$ cat src/rtl/motor_cmd_queue.sv
// motor_cmd_queue: validated motor command FIFO feeding Control.
// Releases one command per completed move once calibration is done.
module motor_cmd_queue #(
  parameter int DEPTH       = 4,
  parameter int ADDR_W      = 2,
  parameter int ACK_TIMEOUT = 16
) (
  input  logic              sysclk,
  input  logic              rst,
  input  logic              CmdValid,
  input  logic [5:0]        CmdMotor,
  input  logic [3:0]        CmdT0,
  input  logic [3:0]        CmdT1,
  input  logic [3:0]        CmdT2,
  output logic              CmdReady,
  input  logic              INIT,
  input  logic              Busy,
  output logic [5:0]        Motor,
  output logic [3:0]        TValue0,
  output logic [3:0]        TValue1,
  output logic [3:0]        TValue2,
  output logic              Issue,
  output logic              CmdErr,
  output logic [ADDR_W:0]   Level
);

  typedef enum logic [2:0] {
    IDLE, ISSUE, WAIT_ACK, RUN, GAP
  } state_t;

  localparam int CW = $clog2(ACK_TIMEOUT + 1);

  logic [17:0]       mem [DEPTH];
  logic [ADDR_W-1:0] wptr, rptr;
  logic [ADDR_W:0]   level_q;
  logic [CW-1:0]     cnt_q;
  logic [5:0]        motor_q;
  logic [3:0]        t0_q, t1_q, t2_q;
  logic              err_q;
  state_t            state_q, state_d;
  logic              onehot, digits_ok;
  logic              push, pop, timeout;

  assign onehot = (CmdMotor != 6'd0) &&
                  ((CmdMotor & (CmdMotor - 6'd1)) == 6'd0);
  assign digits_ok = (CmdT0 <= 4'd9) && (CmdT1 <= 4'd9) &&
                     (CmdT2 <= 4'd9);

  assign CmdReady = (level_q != (ADDR_W+1)'(DEPTH));
  assign push     = CmdValid && CmdReady && onehot && digits_ok;
  assign pop      = (state_q == IDLE) && INIT && (level_q != '0);
  assign timeout  = (cnt_q == CW'(ACK_TIMEOUT - 1));

  assign Level   = level_q;
  assign CmdErr  = err_q;
  assign TValue0 = t0_q;
  assign TValue1 = t1_q;
  assign TValue2 = t2_q;

  // FIFO storage; contents need no reset, occupancy guards reads
  always_ff @(posedge sysclk) begin
    if (push) mem[wptr] <= {CmdMotor, CmdT0, CmdT1, CmdT2};
  end

  // Pointers and occupancy
  always_ff @(posedge sysclk or negedge rst) begin
    if (!rst) begin
      wptr    <= '0;
      rptr    <= '0;
      level_q <= '0;
    end else begin
      if (push) wptr <= wptr + 1'b1;
      if (pop)  rptr <= rptr + 1'b1;
      if (push && !pop)
        level_q <= level_q + 1'b1;
      else if (pop && !push)
        level_q <= level_q - 1'b1;
    end
  end

  // Active command registers, reject strobe and ack timer
  always_ff @(posedge sysclk or negedge rst) begin
    if (!rst) begin
      motor_q <= '0;
      t0_q    <= '0;
      t1_q    <= '0;
      t2_q    <= '0;
      err_q   <= 1'b0;
      cnt_q   <= '0;
    end else begin
      err_q <= CmdValid && !push;
      if (pop) {motor_q, t0_q, t1_q, t2_q} <= mem[rptr];
      if (state_q == ISSUE)
        cnt_q <= '0;
      else if (state_q == WAIT_ACK)
        cnt_q <= cnt_q + 1'b1;
    end
  end

  // State register
  always_ff @(posedge sysclk or negedge rst) begin
    if (!rst) state_q <= IDLE;
    else      state_q <= state_d;
  end

  // Next state and strobes; Motor drops to 0 outside an active move
  always_comb begin
    state_d = state_q;
    Issue   = 1'b0;
    Motor   = '0;
    unique case (state_q)
      IDLE: begin
        if (INIT && level_q != '0) state_d = ISSUE;
      end
      ISSUE: begin
        Issue   = 1'b1;
        Motor   = motor_q;
        state_d = WAIT_ACK;
      end
      WAIT_ACK: begin
        Motor = motor_q;
        if (!INIT)        state_d = GAP;
        else if (Busy)    state_d = RUN;
        else if (timeout) state_d = GAP;
      end
      RUN: begin
        Motor = motor_q;
        if (!INIT || !Busy) state_d = GAP;
      end
      GAP: state_d = IDLE;
      default: state_d = IDLE;
    endcase
  end

endmodule

$ cat config.mk
export PLATFORM = sky130hd
export DESIGN_NAME = motor_cmd_queue
export DESIGN_NICKNAME = d
export VERILOG_FILES = /design/src/rtl/motor_cmd_queue.sv
export SDC_FILE = /design/constraint.sdc
export NUM_CORES = 1
export LEC_CHECK = 0
export ABC_AREA = 1
export CAP_MARGIN = 40
export CORE_MARGIN = 4
export CORE_UTILIZATION = 58
export CTS_CLUSTER_SIZE = 20
export DETAILED_ROUTE_END_ITERATION = 16
export PLACE_DENSITY_LB_ADDON = 0.25
export SYNTH_ARGS = -nofsm -noshare
export SYNTH_HDL_FRONTEND = slang
export SYNTH_SLANG_ARGS = --single-unit
export TNS_END_PERCENT = 50
$ cat constraint.sdc
create_clock -name sysclk -period 4.8 [get_ports sysclk]
set_input_delay 0.96 -clock sysclk [delete_from_list [all_inputs] [get_ports sysclk]]
set_output_delay 0.96 -clock sysclk [all_outputs]
set_load 0.03 [all_outputs]
==> results.py <==
metrics = {
    "die": {
        "coreArea_mm2": 0.00737,
        "die_area_mm2": 0.00915,
        "start_util": 0.605,
        "ioPinCount": 47,
        "die_h_um": 95.6,
        "die_w_um": 95.6,
        "fp-row-count": 31,
    },
    "min_path": {
        "hold-path-cell-count": 1,
        "hold_start": "cnt_q[1]",
        "holdCritPathClass": "flip-flop to flip-flop",
        "min_to": "cnt_q[1]",
    },
    "clock_tree": {
        "ctsLongestPathBuffers": 2,
        "cts_tree": "yes",
        "path_clk_slew_ps": 100,
        "clock_latency_ps": 360,
        "cts_buffers": 9,
        "cts-root-buf": "clkbuf_8",
        "cts_post_setup_buffers_inserted": 0,
        "holdBufCountCts": 0,
        "ctsResizeCount": 0,
        "numClockSinks": 106,
        "cts_max_level": 3,
    },
    "timing": {
        "fin_crit_ps": 3090,
        "clock-skew-final_ps": 13.0,
        "tightest_slew_ps": 826,
        "hold_viol": 0,
        "max_freq_ghz": 0.324,
        "setup_tns_ps": 0,
        "setup-violations-final": 0,
        "rsz0062_at_grt": "false",
        "slew_headroom": 0.449,
        "slew_viol_final": 0,
        "post-route-period-util": 0.643,
    },
    "worst_setup_path": {
        "crit_required_ps": 5050,
        "cp_slowest_cell": "clkdlybuf4s50_1",
        "timing.rr.start": "Level[0]",
        "ff2ff_path_depth": 12,
        "crit_family": "buffers and inverters",
        "arrival_ps": 3340,
        "critPathMaxFanout": 7,
        "crit_chain": "clkdlybuf4s50_1 -> o21ai_0 -> nand3_1 -> nor2_1 -> nand2_2 -> inv_1 -> ha_1 -> inv_1 -> fa_1 -> a21oi_1 -> o21ai_0 -> xor2_1",
        "endpoint_kind": "flip-flop",
        "cpPeakStageDelay_ps": 470,
        "rrSetupSlack_ps": 2420,
        "worst-path-buf-inv": 3,
        "regToRegEndpoint": "Level[2]",
        "cp-start-kind": "input pin",
        "path_class": "input pin to flip-flop",
    },
    "logic_synthesis": {
        "synth_simple_gate_area_share": 0.128,
        "synth_warnings": 0,
        "synth_cell_types": 30,
        "netlist_instances": 393,
        "synth_edf_count": 72,
        "yosysMostFrequentCell": "nor2_1",
        "async_reset_ff_frac": 0.321,
        "ys_top_cells_by_area": "edfxtp_1 49%, dfrtp_1 19%, nor2_1 7.8%",
        "synth_seq_cells": 106,
        "synth_xor_area_frac": 0.00786,
        "ys_seq_area_frac": 0.676,
        "synth-compound-area-share": 0.106,
        "synth_nets": 424,
        "synth_adder_area_share": 0.0242,
        "muxShareOfSynthArea": 0,
        "ys.flop_type": "edfxtp_1",
        "synth_top_family_by_area": "simple AND/OR/NAND/NOR gates",
        "synth_commonest_cells": "92 x nor2_1, 72 x edfxtp_1, 45 x o21ai_0",
        "synth_top_area_frac": 0.485,
        "yosys.area.top_type": "edfxtp_1",
        "syn_area_per_cell_um2": 11.3,
        "netlist_area_mm2": 0.00446,
    },
    "placed_design": {
        "port_buffers": 46,
        "gp_congestion": 0.738,
        "place.detailed.hpwl_um": 5570,
    },
    "grt": {
        "grt_pass1_vias": 2737,
        "grt_max_degree": 40,
        "globalRouteOverflowTotal": 0,
        "grt_pass1_wl_um": 13600,
        "antenna_found_initial": 0,
        "grt_use_total": 0.203,
    },
    "detailed_routing": {
        "drt-pass1-iter-count": 4,
        "postRouteAntennaNets": 0,
        "viasPerCell": 5.25,
        "drtIter0Drc": 225,
        "vias": 2890,
        "wl_um": 8330,
        "drc_errors": 0,
        "post_drt_wl_per_cell_um": 15.2,
    },
    "cells_and_area": {
        "finish.utilization": 0.702,
        "multiInputGateArea_mm2": 0.00119,
        "insertedDiodeCount": 0,
        "drive_gt1_frac": 0.0931,
        "nNetsFinal": 477,
        "area_growth_pct": 16.2,
        "seqCellArea_mm2": 0.00301,
        "num-fill-cells": 533,
    },
    "power": {
        "p_leak_nw": 1.98,
        "power.density_mw_per_mm2": 551,
        "ir_drop_mv": 0.320,
    },
    "job": {
        "cap_violations": 0,
    },
    "status": {
        "status": "complete, no violations",
    },
}
==> layer usage <==
layer  track usage  wire [um]
met5             0          0
met4        0.0569         99
met3        0.0442        440
met2         0.320       4110
met1         0.286       3690
==> kinds of logic after synthesis <==
group / count (synthesis)
and+or+nand+nor: 143
DFF: 106
AOI/OAI and AO/OA: 77
buffers and inverters: 55
adders and majority gates: 8
xor gates and xnor gates: 4
==> where the power goes <==
| part | switching [mW] | internal [mW] |
|---|---|---|
| clock | 0.288 | 0.189 |
| combinational | 0.736 | 0.432 |
| sequential | 0.105 | 1.10 |
| total | 1.13 | 1.72 |
==> sequential cells by signal, indices dropped and copies added, names as in the netlist <==
| register | flops |
|---|---|
| CmdErr | 1 |
| Level | 3 |
| TValue0 | 4 |
| TValue1 | 4 |
| TValue2 | 4 |
| cnt_q | 5 |
| mem | 72 |
| motor_q | 6 |
| rptr | 2 |
| state_q | 3 |
| wptr | 2 |
==> placed cells by master, fill, tap and decap left out, types with 4 or more instances in the layout <==
cell type and instances:
a21oi_1 5, a31oi_2 9, buf_4 9, clkbuf_8 9, clkdlybuf4s50_1 45, dfrtp_1 34
edfxtp_1 72, ha_1 7, inv_1 37, inv_2 4, nand2_1 35, nand3_1 9
nor2_1 92, o21ai_0 45, o21ai_1 6, o22ai_1 7
==> how the worst max path moves through the flow <==
stage                     slack (ps)  cells after the start        start         to
after global routing            1500                     14  CmdMotor[2]   Level[2]
after global placement          1350                     12     CmdT0[2]   Level[2]
after CTS                       1520                      3   state_q[0]   Motor[2]
final                           1710                     12     CmdT1[1]   Level[2]
after detailed placement        1320                     12     CmdT0[2]   Level[2]
after floorplan                 2130                      5     CmdT0[1]  mem[0][0]
==> final cells by class <==
cell class | instances | area share
clock buffer | 10 | 0.0247
timing repair buffer | 56 | 0.102
clock inverter | 6 | 0.00846
inverter | 41 | 0.0297
sequential | 106 | 0.582
tap | 99 | 0.0239
multi-input combinational | 232 | 0.229
==> worst register-to-register path, stage by stage (launching register included) <==
cell	delay, ps
dfrtp_1	440
inv_1	90
nand3_1	130
nand3_1	130
nor2_1	220
nand2_2	150
inv_1	130
ha_1	150
inv_1	60
fa_1	380
a21oi_1	140
o21ai_0	110
xor2_1	150
==> per-stage QoR <==
stage	hold slack, ps	setup WS [ps]	std cells	cell area, um2	total power, mW
finish	536	1710	550	5180	2.85
global route	560	1500	550	5180	3.06
CTS	540	1520	549	5170	2.86
detailed placement	520	1320	533	5000	2.40
global placement	503	1350	533	5000	2.35
floorplan	487	2130	393	4460	2.04
No activity file was read; power rests on OpenSTA's default activity.
